$ cat config.mk
export PLATFORM = sky130hd
export DESIGN_NAME = layer_sequencer
export DESIGN_NICKNAME = d
export VERILOG_FILES = /design/src/rtl/accel_pkg.sv /design/src/rtl/layer_sequencer_lane_mask.sv /design/src/rtl/layer_sequencer.sv
export SDC_FILE = /design/constraint.sdc
export NUM_CORES = 1
export LEC_CHECK = 0
export ABC_AREA = 1
export CORE_UTILIZATION = 25
export CTS_CLUSTER_DIAMETER = 80
export DETAILED_ROUTE_END_ITERATION = 6
export PLACE_DENSITY = 0.52
export SETUP_SLACK_MARGIN = 0.2
export SYNTH_ARGS = -nofsm -noshare
export SYNTH_HDL_FRONTEND = slang
export SYNTH_SLANG_ARGS = --single-unit
$ cat constraint.sdc
create_clock -name clk -period 2.03 [get_ports clk]
set_input_delay 0.203 -clock clk [delete_from_list [all_inputs] [get_ports clk]]
set_output_delay 0.203 -clock clk [all_outputs]
set_load 0.03 [all_outputs]
$ cat src/rtl/accel_pkg.sv
// Shared types and constants for the fully-connected layer sequencer:
// FSM state encoding, descriptor word order and the captured descriptor record.
package accel_pkg;

  typedef enum logic [2:0] {
    IDLE,
    CONFIG,
    FETCH,
    WAIT_DVAL,
    MAC,
    ACCUM,
    WRITE
  } layer_state_e;

  localparam int DESC_WORDS = 5;

  localparam logic [2:0] DESC_IN_BASE  = 3'd0;
  localparam logic [2:0] DESC_WT_BASE  = 3'd1;
  localparam logic [2:0] DESC_OUT_BASE = 3'd2;
  localparam logic [2:0] DESC_N_IN     = 3'd3;
  localparam logic [2:0] DESC_N_OUT    = 3'd4;

  // Fields are stored zero-extended to this width; ADDR_W and CNT_W must not exceed it.
  localparam int DESC_FIELD_W = 32;

  typedef struct packed {
    logic [DESC_FIELD_W-1:0] in_base;
    logic [DESC_FIELD_W-1:0] wt_base;
    logic [DESC_FIELD_W-1:0] out_base;
    logic [DESC_FIELD_W-1:0] n_in;
    logic [DESC_FIELD_W-1:0] n_out;
  } layer_desc_t;

endpackage

$ cat src/rtl/layer_sequencer_lane_mask.sv
// lane_mask_gen: valid-lane mask for one input chunk. Every lane is valid except
// on the last chunk of a row whose input count leaves a remainder r, where only lanes 0..r-1 are.
module lane_mask_gen
  import accel_pkg::*;
#(
  parameter int NUM_PE = 16,
  parameter int CNT_W  = 10
) (
  input  logic [CNT_W-1:0]  n_in_i,
  input  logic              last_chunk_i,
  output logic [NUM_PE-1:0] lane_mask_o
);

  localparam int LOG2_PE = $clog2(NUM_PE);

  logic [LOG2_PE-1:0] rem;
  assign rem = n_in_i[LOG2_PE-1:0];

  generate
    for (genvar gi = 0; gi < NUM_PE; gi++) begin : g_lane
      assign lane_mask_o[gi] = !last_chunk_i || (rem == '0) || (LOG2_PE'(gi) < rem);
    end
  endgenerate

endmodule

$ cat src/rtl/layer_sequencer.sv
// Fully-connected layer sequencer: captures a five-word descriptor, then fetches, MACs
// and writes one output neuron per row. Define LAYER_SEQ_PERF_EN for the perf_stall/perf_layers counters.
module layer_sequencer
  import accel_pkg::*;
#(
  parameter int NUM_PE  = 16,
  parameter int DATA_W  = 16,
  parameter int ADDR_W  = 16,
  parameter int CNT_W   = 10,
  parameter int ADD_LAT = 4
) (
  input  logic              clk,
  input  logic              rst,
  input  logic              enable,
  input  logic              busrdwr,
  input  logic [DATA_W-1:0] databus,
  input  logic              dval,
  output logic              fetch_req,
  output logic [ADDR_W-1:0] in_addr,
  output logic [ADDR_W-1:0] wt_addr,
  output logic [ADDR_W-1:0] out_addr,
  output logic [NUM_PE-1:0] lane_mask,
  output logic              mac_en,
  output logic              acc_clear,
  output logic              wr_bram,
  output logic              neuron_done,
  output logic              layer_done,
  output logic              busy,
  output logic              cfg_err
`ifdef LAYER_SEQ_PERF_EN
  ,
  output logic [31:0]       perf_stall,
  output logic [15:0]       perf_layers
`endif
);

  localparam int LOG2_PE = $clog2(NUM_PE);
  // ACCUM always lasts at least one cycle; ADD_LAT of 0 behaves as 1.
  localparam int WAIT_W  = (ADD_LAT > 1) ? $clog2(ADD_LAT) : 1;
  localparam logic [WAIT_W-1:0] WAIT_LAST = (ADD_LAT > 1) ? WAIT_W'(ADD_LAT - 1) : '0;

  layer_state_e      state_q;
  layer_desc_t       desc_q;
  logic [2:0]        word_q;
  logic [CNT_W-1:0]  chunk_q;
  logic [CNT_W-1:0]  neuron_q;
  logic              last_chunk_q;
  logic [WAIT_W-1:0] wait_q;
  logic [ADDR_W-1:0] in_addr_q;
  logic [ADDR_W-1:0] wt_addr_q;
  logic [ADDR_W-1:0] out_addr_q;
  logic              fetch_req_q;
  logic              mac_en_q;
  logic              acc_clear_q;
  logic              wr_bram_q;
  logic              layer_done_q;
  logic              busy_q;
  logic              cfg_err_q;

  logic [CNT_W-1:0]  n_in_w;
  logic [CNT_W-1:0]  n_out_w;
  logic [CNT_W-1:0]  n_out_bus;
  logic [ADDR_W-1:0] in_base_w;
  logic [CNT_W:0]    chunks_w;
  logic              next_is_last;
  logic              last_neuron;

  assign n_in_w    = desc_q.n_in[CNT_W-1:0];
  assign n_out_w   = desc_q.n_out[CNT_W-1:0];
  assign n_out_bus = databus[CNT_W-1:0];
  assign in_base_w = desc_q.in_base[ADDR_W-1:0];

  // ceil(n_in / NUM_PE), one extra bit so n_in near full scale cannot overflow.
  assign chunks_w     = ({1'b0, n_in_w} + (CNT_W+1)'(NUM_PE - 1)) >> LOG2_PE;
  assign next_is_last = (({1'b0, chunk_q} + (CNT_W+1)'(2)) == chunks_w);
  assign last_neuron  = (neuron_q == (n_out_w - CNT_W'(1)));

  always_ff @(posedge clk) begin
    if (!rst) begin
      state_q      <= IDLE;
      desc_q       <= '0;
      word_q       <= '0;
      chunk_q      <= '0;
      neuron_q     <= '0;
      last_chunk_q <= 1'b0;
      wait_q       <= '0;
      in_addr_q    <= '0;
      wt_addr_q    <= '0;
      out_addr_q   <= '0;
      fetch_req_q  <= 1'b0;
      mac_en_q     <= 1'b0;
      acc_clear_q  <= 1'b0;
      wr_bram_q    <= 1'b0;
      layer_done_q <= 1'b0;
      busy_q       <= 1'b0;
      cfg_err_q    <= 1'b0;
    end else begin
      fetch_req_q  <= 1'b0;
      mac_en_q     <= 1'b0;
      acc_clear_q  <= 1'b0;
      wr_bram_q    <= 1'b0;
      layer_done_q <= 1'b0;

      case (state_q)
        IDLE: begin
          if (enable) begin
            state_q   <= CONFIG;
            busy_q    <= 1'b1;
            cfg_err_q <= 1'b0;
            word_q    <= '0;
          end
        end

        CONFIG: begin
          if (busrdwr) begin
            word_q <= word_q + 3'd1;
            case (word_q)
              DESC_IN_BASE:  desc_q.in_base  <= DESC_FIELD_W'(databus[ADDR_W-1:0]);
              DESC_WT_BASE:  desc_q.wt_base  <= DESC_FIELD_W'(databus[ADDR_W-1:0]);
              DESC_OUT_BASE: desc_q.out_base <= DESC_FIELD_W'(databus[ADDR_W-1:0]);
              DESC_N_IN:     desc_q.n_in     <= DESC_FIELD_W'(databus[CNT_W-1:0]);
              DESC_N_OUT: begin
                desc_q.n_out <= DESC_FIELD_W'(n_out_bus);
                if ((n_in_w == '0) || (n_out_bus == '0)) begin
                  cfg_err_q <= 1'b1;
                  busy_q    <= 1'b0;
                  state_q   <= IDLE;
                end else begin
                  in_addr_q    <= in_base_w;
                  wt_addr_q    <= desc_q.wt_base[ADDR_W-1:0];
                  out_addr_q   <= desc_q.out_base[ADDR_W-1:0];
                  chunk_q      <= '0;
                  neuron_q     <= '0;
                  last_chunk_q <= (chunks_w == (CNT_W+1)'(1));
                  fetch_req_q  <= 1'b1;
                  state_q      <= FETCH;
                end
              end
              default: ;
            endcase
          end
        end

        // A dval coinciding with the request itself is dropped: SRAM latency is at least one cycle.
        FETCH: state_q <= WAIT_DVAL;

        WAIT_DVAL: begin
          if (dval) begin
            mac_en_q    <= 1'b1;
            acc_clear_q <= (chunk_q == '0);
            state_q     <= MAC;
          end
        end

        MAC: begin
          in_addr_q <= in_addr_q + ADDR_W'(NUM_PE);
          wt_addr_q <= wt_addr_q + ADDR_W'(NUM_PE);
          wait_q    <= '0;
          state_q   <= ACCUM;
        end

        ACCUM: begin
          if (wait_q == WAIT_LAST) begin
            if (last_chunk_q) begin
              wr_bram_q <= 1'b1;
              state_q   <= WRITE;
            end else begin
              chunk_q      <= chunk_q + CNT_W'(1);
              last_chunk_q <= next_is_last;
              fetch_req_q  <= 1'b1;
              state_q      <= FETCH;
            end
          end else begin
            wait_q <= wait_q + WAIT_W'(1);
          end
        end

        // wt_addr is not rewound: weight rows are contiguous, so it already points at the next row.
        WRITE: begin
          out_addr_q <= out_addr_q + ADDR_W'(1);
          in_addr_q  <= in_base_w;
          chunk_q    <= '0;
          neuron_q   <= neuron_q + CNT_W'(1);
          if (last_neuron) begin
            last_chunk_q <= 1'b0;
            layer_done_q <= 1'b1;
            busy_q       <= 1'b0;
            state_q      <= IDLE;
          end else begin
            last_chunk_q <= (chunks_w == (CNT_W+1)'(1));
            fetch_req_q  <= 1'b1;
            state_q      <= FETCH;
          end
        end

        default: begin
          busy_q  <= 1'b0;
          state_q <= IDLE;
        end
      endcase
    end
  end

  lane_mask_gen #(
    .NUM_PE (NUM_PE),
    .CNT_W  (CNT_W)
  ) u_lane_mask (
    .n_in_i       (n_in_w),
    .last_chunk_i (last_chunk_q),
    .lane_mask_o  (lane_mask)
  );

  assign fetch_req   = fetch_req_q;
  assign in_addr     = in_addr_q;
  assign wt_addr     = wt_addr_q;
  assign out_addr    = out_addr_q;
  assign mac_en      = mac_en_q;
  assign acc_clear   = acc_clear_q;
  assign wr_bram     = wr_bram_q;
  assign neuron_done = wr_bram_q;
  assign layer_done  = layer_done_q;
  assign busy        = busy_q;
  assign cfg_err     = cfg_err_q;

  // Upper descriptor/databus bits beyond ADDR_W/CNT_W are carried but never consumed.
  logic unused_desc_bits;
  assign unused_desc_bits = ^{desc_q, databus};

`ifdef LAYER_SEQ_PERF_EN
  logic [31:0] perf_stall_q;
  logic [15:0] perf_layers_q;

  always_ff @(posedge clk) begin
    if (!rst) begin
      perf_stall_q  <= '0;
      perf_layers_q <= '0;
    end else begin
      if ((state_q == WAIT_DVAL) && (perf_stall_q != '1)) begin
        perf_stall_q <= perf_stall_q + 32'd1;
      end
      if (layer_done_q && (perf_layers_q != '1)) begin
        perf_layers_q <= perf_layers_q + 16'd1;
      end
    end
  end

  assign perf_stall  = perf_stall_q;
  assign perf_layers = perf_layers_q;
`endif

endmodule

Yosys cells after proc, flatten, opt, wreduce, memory -nomap -nowiden
Cells that the tools add are included.
W data, S select, Z words.
Storage, ports and cells
  memory bits (read-only): 0
  bits of input ports: 21
  output and inout port bits: 72
  bits in registers: 152
  RAM bits: 0
  memories: 0
  latch bits: 0
Operators by class
  muxes and demuxes: 61
  order comparisons: 16
  add/subtract/negate cells: 10
  reduce and logical (&&, ||, !) cells: 51
  bitwise gates (word level): 1
  shifts and indexed selects: 0
  equal/unequal tests: 24
  multiply operators: 0
  divide/modulo/power cells: 0
Operator list (number)
  $mux W16: 9
  $pmux W16 S2: 2
  $mux W10: 5
  $pmux W16 S3: 1
  $add A16 B5 Y16 const B: 2
  $lt A4 B4 Y1 const A: 8
  $logic_not A10 Y1: 3
  $pmux W10 S3: 1
  $mux W1: 24
  $mux W3: 8
  $reduce_and A3 Y1: 8
  $pmux W3 S7: 1
  $add A10 B1 Y10 const B: 2
  $ne A2 B2 Y1 const B: 10
  $pmux W10 S2: 1
  $logic_or A1 B1 Y1: 18
  $add A16 B1 Y16 const B: 1
  $lt A3 B4 Y1 const A: 4
  $reduce_and A5 Y1: 3
  $eq A3 B2 Y1 const B: 4
  $eq A3 B3 Y1 const B: 4
  $reduce_and A4 Y1: 3
  $reduce_and A6 Y1: 2
  $add A10 B2 Y11 const B: 1
  other kinds (25): 38

Logic depth before layout (Yosys ltp)
Gate-level depths: netlist of the first run.
  depth after elaboration: 6
  depth in mapped cells: 16
  depth with buffers taken out: 16

Hierarchy
From an unflattened synthesis of the first run, not the netlist that was laid out.
Unflattened totals
  cells, all modules: 1195
  area total of the unflattened synthesis: 8027.7 um^2
By module, submodules not included
  layer_sequencer: seq. area each 3042.9 um^2, instances 1, cells each 1152, area each 7803.7 um^2
  lane_mask_gen: seq. area each 0.0 um^2, instances 1, cells each 43, area each 224.0 um^2

Least setup slack after synthesis of the first run
OpenSTA, ideal clock, no wires.
  path kind: flip-flop to output port
  from: register desc_q[34] (netlist name)
  to: output port lane_mask[10]
  setup slack: 0.070 ns
  arrival: 1.757 ns
  stages on the path, launching flop included: 8
  cells stage by stage: dfxtp_1 -> nor2_2 -> nand2_1 -> nand2_1 -> inv_1 -> nand2_1 -> inv_1 -> o21ai_0
Between the ends
  word-level cells in the longest chain between the ends: 3
  elaborated cells between the ends (all ways): 4
  those cells by class: 1 x order compare; 3 x reduce/logical
Ends and longest elaborated chain
  start: declaration: RTL line layer_sequencer.sv:43  | layer_desc_t desc_q;
  branches (longest 2 deep; another with $lt A4 B4 Y1)
  $logic_or A1 B1 Y1 *: RTL line layer_sequencer_lane_mask.sv:21  | assign lane_mask_o[gi] = !last_chunk_i || (rem == '0) || (LOG2_PE'(gi) < rem);
  end: declaration: RTL line layer_sequencer.sv:22  | output logic [NUM_PE-1:0] lane_mask,
Every way passes the cells marked *.

Worst setup path in the final report of the first run
  from: register desc_q[1] (netlist name)
  to: register last_chunk_q
Between the ends
  word-level cells in the longest chain between the ends: 4
Ends and longest elaborated chain
  $sub A10 B1 Y10: RTL line layer_sequencer.sv:76  | assign last_neuron = (neuron_q == (n_out_w - CNT_W'(1)));
  $eq A10 B10 Y1: RTL line layer_sequencer.sv:76
  $mux W1: RTL line layer_sequencer.sv:184  | if (last_neuron) begin
  $pmux W1 S3: RTL line layer_sequencer.sv:104  | case (state_q)
  end signal: assignment: RTL line layer_sequencer.sv:134  | last_chunk_q <= (chunks_w == (CNT_W+1)'(1));
  end signal: assignment: RTL line layer_sequencer.sv:169  | last_chunk_q <= next_is_last;
  end signal: assignment: RTL line layer_sequencer.sv:190  | last_chunk_q <= (chunks_w == (CNT_W+1)'(1));
  end: declaration: RTL line layer_sequencer.sv:47  | logic last_chunk_q;
Every way passes these cells.
A chain may end at the register's enable or synchronous reset.

==> results of run 1 <==
[worst register-to-register path: cells and delay by family, from the launching register on]
| kind | cells | cell delay (ns) |
|---|---|---|
| AOI/OAI and AO/OA | 1 | 0.18 |
| adders and majority gates | 1 | 0.26 |
| buffers and inverters | 2 | 0.08 |
| and+or+nand+nor | 11 | 0.86 |
| DFF | 1 | 0.33 |
[logic make-up after synthesis]
logic type | after synthesis | synth area share (%)
buffers and inverters | 172 | 9.224
other | 1 | 0.04928
xor gates and xnor gates | 21 | 2.417
DFF | 152 | 39.99
adders and majority gates | 14 | 2.302
and+or+nand+nor | 422 | 24.63
AOI/OAI and AO/OA | 299 | 21.39
[cells in the mapped netlist (all sizes together), types with 4 or more instances]
library cell and instances:
buf 25, o211ai 9, dfxtp 152, xor2 13
a211oi 6, nand2 201, nor4 7, ha 14
inv 118, nor2 97, o221ai 4, xnor2 8
nor3 22, a31oi 16, nand3 69, o21ai 118
or2 4, a21oi 134, clkbuf 27, nand4 15
[area by class of cell]
class	instances	area (um^2)	area share [%]
clock inverter	12	116.4	1.119
sequential	152	3094	29.75
inverter	120	474.2	4.559
clock buffer	20	446.7	4.294
tap	390	488.0	4.691
timing repair buffer	176	1634	15.71
multi-input combinational	758	4148	39.88
[flip-flops by register name, indices dropped and copies added, names as in the netlist]
| register | count |
|---|---|
| acc_clear | 1 |
| busy | 1 |
| cfg_err | 1 |
| chunk_q | 10 |
| desc_q | 68 |
| fetch_req | 1 |
| in_addr | 16 |
| last_chunk_q | 1 |
| layer_done | 1 |
| mac_en | 1 |
| neuron_done | 1 |
| neuron_q | 10 |
| out_addr | 16 |
| state_q | 3 |
| wait_q | 2 |
| word_q | 3 |
| wt_addr | 16 |
[power breakdown]
part	internal (mW)	switching (mW)
Clock	1.73	1.36
Combinational	0.224	0.320
Sequential	3.04	0.0465
[per-stage QoR]
stage | worst slack, ns | power, mW
floorplan | 0.08308 | 3.431
global placement | -0.09157 | 3.647
detailed placement | -0.1617 | 3.648
CTS | 0.1863 | 6.758
global route | 0.08763 | 6.997
finish | 0.2409 | 6.718
[final timing paths]
path                                  from  slack (ns)            to  cells after the start
worst max-delay path             desc_q[1]        0.24  last_chunk_q                     15
worst max register to register   desc_q[1]        0.24  last_chunk_q                     15
worst min register to register  desc_q[65]        0.45   out_addr[1]                      2
worst min-delay path                   rst        0.07   out_addr[2]                      3
[metal layers]
metal / track usage (%) / wire length, um
met5: 0 / 0
met4: 5.280 / 423
met3: 2.735 / 887
met2: 25.87 / 11540
met1: 21.41 / 11450
[timing repair]
| action | 4_1_cts | 5_1_grt |
|---|---|---|
| setup buffers | 6 | 12 |
| setup endpoints to repair | 68 | 134 |
| cloned | 0 | 1 |
| gates resized for setup | 83 | 95 |
| pin swaps | 11 | 31 |
==> results.yml, run 1 <==
die:
  die_x_um: 176.5
  die_y_um: 176.5
  die-area_mm2: 0.03114
  core_area_mm2: 0.02980
  ioPinCount: 93
  rows: 63
  start_util_pct: 25.54
clocking:
  numClockSinks: 152
  clk_latency_ns: 0.43
  clk_pin_slew_ns: 0.07
  h-tree-depth: 4
  cts.path.max_buffers: 2
  postCtsHoldBufs: 0
  clockRootBuffer: "clkbuf_16"
  cts_tree: "yes"
  cts_made_buffers: 17
timing:
  rsz0062_at_grt: "yes"
  fmax_mhz: 559.0
  setup_viol: 0
  finClkSkew_ns: 0.01283
  whs_ns: 0.07217
  relSlewSlack_pct: 64.66
  hold_viol: 0
  tightest_slew_ns: 0.5260
  finalSetupTns_ns: 0
  slew_viol_final: 0
  period_share_pct: 88.13
  period_minus_slack_ns: 1.789
worst_setup_path:
  path_buf_inv: 2
  worstPathArrival_ns: 2.12
  crit_family: "simple AND/OR/NAND/NOR gates"
  critPathMaxFanout: 4
  crit_type: "flop to flop"
  critPathRequiredTime_ns: 2.36
  cpPeakStageDelay_ns: 0.33
  critPathCaptureType: "flop"
  slowest_stage: "dfxtp_2"
  path_cells: "inv_2 > ha_4 > nand2_1 > nand2_1 > nand2_1 > nor2_2 > nand2_1 > nor2_1 > nand3_2 > o21bai_4 > nand2_1 > nand2_1 > nand3_1 > nand2_1 > inv_1"
  cp_common_cell: "nand2_1"
  cp-start-kind: "flop"
final_layout:
  fin_area_mm2: 0.01040
  final_common_cell: "nand2_1"
  layout_common_cells: "nand2_1, a21oi_1, dfxtp_1"
  nNetsFinal: 1260
  insertedDiodeCount: 0
  area_growth_pct: 36.68
  layout-drive-gt1-share_pct: 19.79
  final_cells: 1628
  post-route-util_pct: 34.91
  fill_cells: 3166
placement:
  place_area_mm2: 0.009344
  place.gp.congestion: 0.8874
  numPortBuffers: 91
  dp.cells: 1577
  hpwl_mm: 17.79
yosys:
  synth.avg_cell_area_um2: 7.040
  syn_area_mm2: 0.007610
  synth_edf_count: 0
  async_reset_ff_share_pct: 0
  synth_seq_area_share_pct: 39.99
  ys.warnings.count: 0
  yosysTopAreaCellShare_pct: 39.99
  synth_largest_area_cell: "dfxtp_1"
  synth_nets: 1116
  synth_area_leaders: "dfxtp_1, nand2_1, a21oi_1"
  ys_ff_latch: 152
  syn_inst: 1081
  synthFlopType: "dfxtp_1"
  synthDistinctLibCells: 50
grt:
  grt_usage_pct: 15.98
  first_global_vias: 7219
  antenna_found_initial: 0
  gr-total-overflow: 0
  grt_pass1_wl_mm: 38.83
  grt_max_degree: 46
routing:
  drtPass1Iterations: 7
  avgRoutedWirePerCell_um: 14.93
  vias: 7643
  ant_nets: 0
  wirelength_mm: 24.31
  drt_iter0_markers: 495
  drc: 0
  vias_per_cell: 4.695
power_and_ir_drop:
  p_leak_nw: 4.092
  p_per_area_mw_per_mm2: 645.9
  ir_worst_vdd_v: 0.0004975
worst_hold_path:
  worst_hold_path_type: "primary input to flop"
job:
  cap_violations: 0
outcome:
  outcome: "finished, final reports clean"
Power figures use the tool's default switching activity.
==> run 2, diff against run 1 <==
--- a/config.mk
+++ b/config.mk
@@ -6,6 +6,7 @@
 export NUM_CORES = 1
 export LEC_CHECK = 0
 export ABC_AREA = 1
+export ABC_CLOCK_PERIOD_IN_PS = 2029
 export CORE_UTILIZATION = 25
 export CTS_CLUSTER_DIAMETER = 80
 export DETAILED_ROUTE_END_ITERATION = 6
==> results of run 2 <==
No change in the layout: final DEF, timing and power equal those of run 1.
==> run 3, diff against run 2 <==
--- a/config.mk
+++ b/config.mk
@@ -7,6 +7,8 @@
 export LEC_CHECK = 0
 export ABC_AREA = 1
 export ABC_CLOCK_PERIOD_IN_PS = 2029
+export CAP_MARGIN = 20
+export CORE_ASPECT_RATIO = 0.6
 export CORE_UTILIZATION = 25
 export CTS_CLUSTER_DIAMETER = 80
 export DETAILED_ROUTE_END_ITERATION = 6
==> run 3 against run 2 <==
Sequential power about the same. Clock power rose by 10%. First-iteration DRC count rose by 25%. Die area hardly changed. Sequential share of layout area decreased by 1.8 points. Cell count is 2.3% higher. Non-clock buffer count increased by 19. Highest routed layer unchanged. Design area is 6.3% higher. Via count up 4.2%. Fmax fell by 6.5%. Setup slack lost 0.12 ns. Combinational power grew 13%.
==> results.yml, run 3 (synthesis gave the netlist of run 1 again) <==
timing:
  slew_viol_final: 0
  period_minus_slack_ns: 1.914
  period_share_pct: 94.29
  finalSetupTns_ns: 0
  rsz0062_at_grt: "yes"
  fmax_mhz: 522.5
  hold_viol: 0
  setup_viol: 0
  finClkSkew_ns: 0.009450
  setup_ws_ns: 0.1159
  tightest_slew_ns: 0.6719
  relSlewSlack_pct: 54.86
  whs_ns: 0.1852
routing:
  ant_nets: 0
  avgRoutedWirePerCell_um: 16.34
  wirelength_mm: 27.22
  vias: 7962
  drt_iter0_markers: 619
  vias_per_cell: 4.779
  drtPass1Iterations: 5
  drc: 0
outcome:
  outcome: "finished, final reports clean"
job:
  cap_violations: 0
die:
  die_y_um: 137.1
  rows: 49
  ioPinCount: 93
  start_util_pct: 25.43
  die-area_mm2: 0.03116
  die_x_um: 227.2
  core_area_mm2: 0.02992
final_layout:
  nNetsFinal: 1280
  layout_common_cells: "nand2_1, dfxtp_1, a21oi_1"
  insertedDiodeCount: 0
  final_common_cell: "nand2_1"
  fill_cells: 3161
  layout-drive-gt1-share_pct: 23.93
  largest_reg_flops: 68
  multi_input_area_mm2: 0.004429
  regArea_mm2: 0.003087
  largest_register: "desc_q"
  area_growth_pct: 45.35
clocking:
  clk_latency_ns: 0.43
  numClockSinks: 152
  clk_pin_slew_ns: 0.07
  clockRootBuffer: "clkbuf_16"
  cts.path.max_buffers: 2
  cts_made_buffers: 17
  h-tree-depth: 4
  postCtsHoldBufs: 0
  cts_tree: "yes"
placement:
  pre_cts_ws_ns: -0.1738
  numPortBuffers: 91
  hpwl_mm: 19.08
  place.gp.congestion: 0.8725
power_and_ir_drop:
  ir_worst_vdd_v: 0.0005492
  total_power_mw: 7.110
  p_per_area_mw_per_mm2: 642.9
  p_leak_nw: 4.479
worst_setup_path:
  crit_family: "simple AND/OR/NAND/NOR gates"
  path_buf_inv: 6
  critPathCaptureType: "flop"
  path_cells: "inv_2 > ha_4 > inv_4 > nor3_4 > nand2_2 > inv_2 > nand3_4 > nand2_4 > buf_12 > clkinv_16 > nand2_8 > inv_8 > a211oi_2 > nor2_1"
  cpPeakStageDelay_ns: 0.33
  critPathRequiredTime_ns: 2.35
  cp_common_cell: "inv_2"
  critPathMaxFanout: 7
  worstPathArrival_ns: 2.24
  slowest_stage: "dfxtp_2"
  cp-start-kind: "flop"
  crit_type: "flop to flop"
grt:
  first_global_vias: 7060
  grt_usage_pct: 17.05
  gr-total-overflow: 0
  grt_pass1_wl_mm: 40.39
  antenna_found_initial: 0
  grt_max_degree: 73
worst_hold_path:
  worst_hold_path_type: "primary input to flop"
-- run 3: layout make-up --
cell class / instances / area share [%]
sequential: 152 / 27.91
clock inverter: 11 / 1.459
timing repair buffer: 195 / 17.31
inverter: 120 / 4.502
clock buffer: 21 / 4.163
multi-input combinational: 759 / 40.05
tap: 408 / 4.615
-- run 3: worst min-delay path, cell delays in order --
cell and delay (ns):
buf_2 0.14, clkinv_1 0.16, a21oi_1 0.06
-- run 3: path summary, 6_finish.rpt --
path	start	end	slack (ns)	depth (start not counted)
worst max-delay path	word_q[0]	in_addr[4]	0.12	14
worst max register to register	word_q[0]	in_addr[4]	0.12	14
worst min-delay path	rst	neuron_q[1]	0.19	3
worst min register to register	desc_q[65]	out_addr[1]	0.46	2
-- run 3: metrics by stage --
step,instance area (um^2),utilization (%),instances
floorplan,7614,-,1081
global placement,9354,31.26,1596
detailed placement,9354,31.26,1596
CTS,10200,34.10,1639
global route,11060,36.97,1666
finish,11060,36.97,1666
-- run 3: what timing repair did --
item                                    in CTS  in global routing
cloned                                       0                  8
resized for setup                           69                163
endpoints found under the setup margin      98                144
setup buffers                               11                 19
pin swaps                                   18                 54
-- run 3: per-layer routing --
metal  wire length (um)  part of all wire, %  vias to the layer above  global-route usage (%)
li1                   -                    -                     3971                       -
met1              14050                   52                     3755                   25.93
met2              11170                   41                      208                   23.51
met3               1573                  5.8                       28                   3.542
met4                414                  1.5                        0                   4.959
met5                  0                    0                        -                       0
-- run 3: power breakdown --
group	leakage, nW	switching [mW]	internal [mW]
logic	2.94	0.361	0.254
registers	1.24	0.0483	3.04
clock network	0.301	1.38	2.03
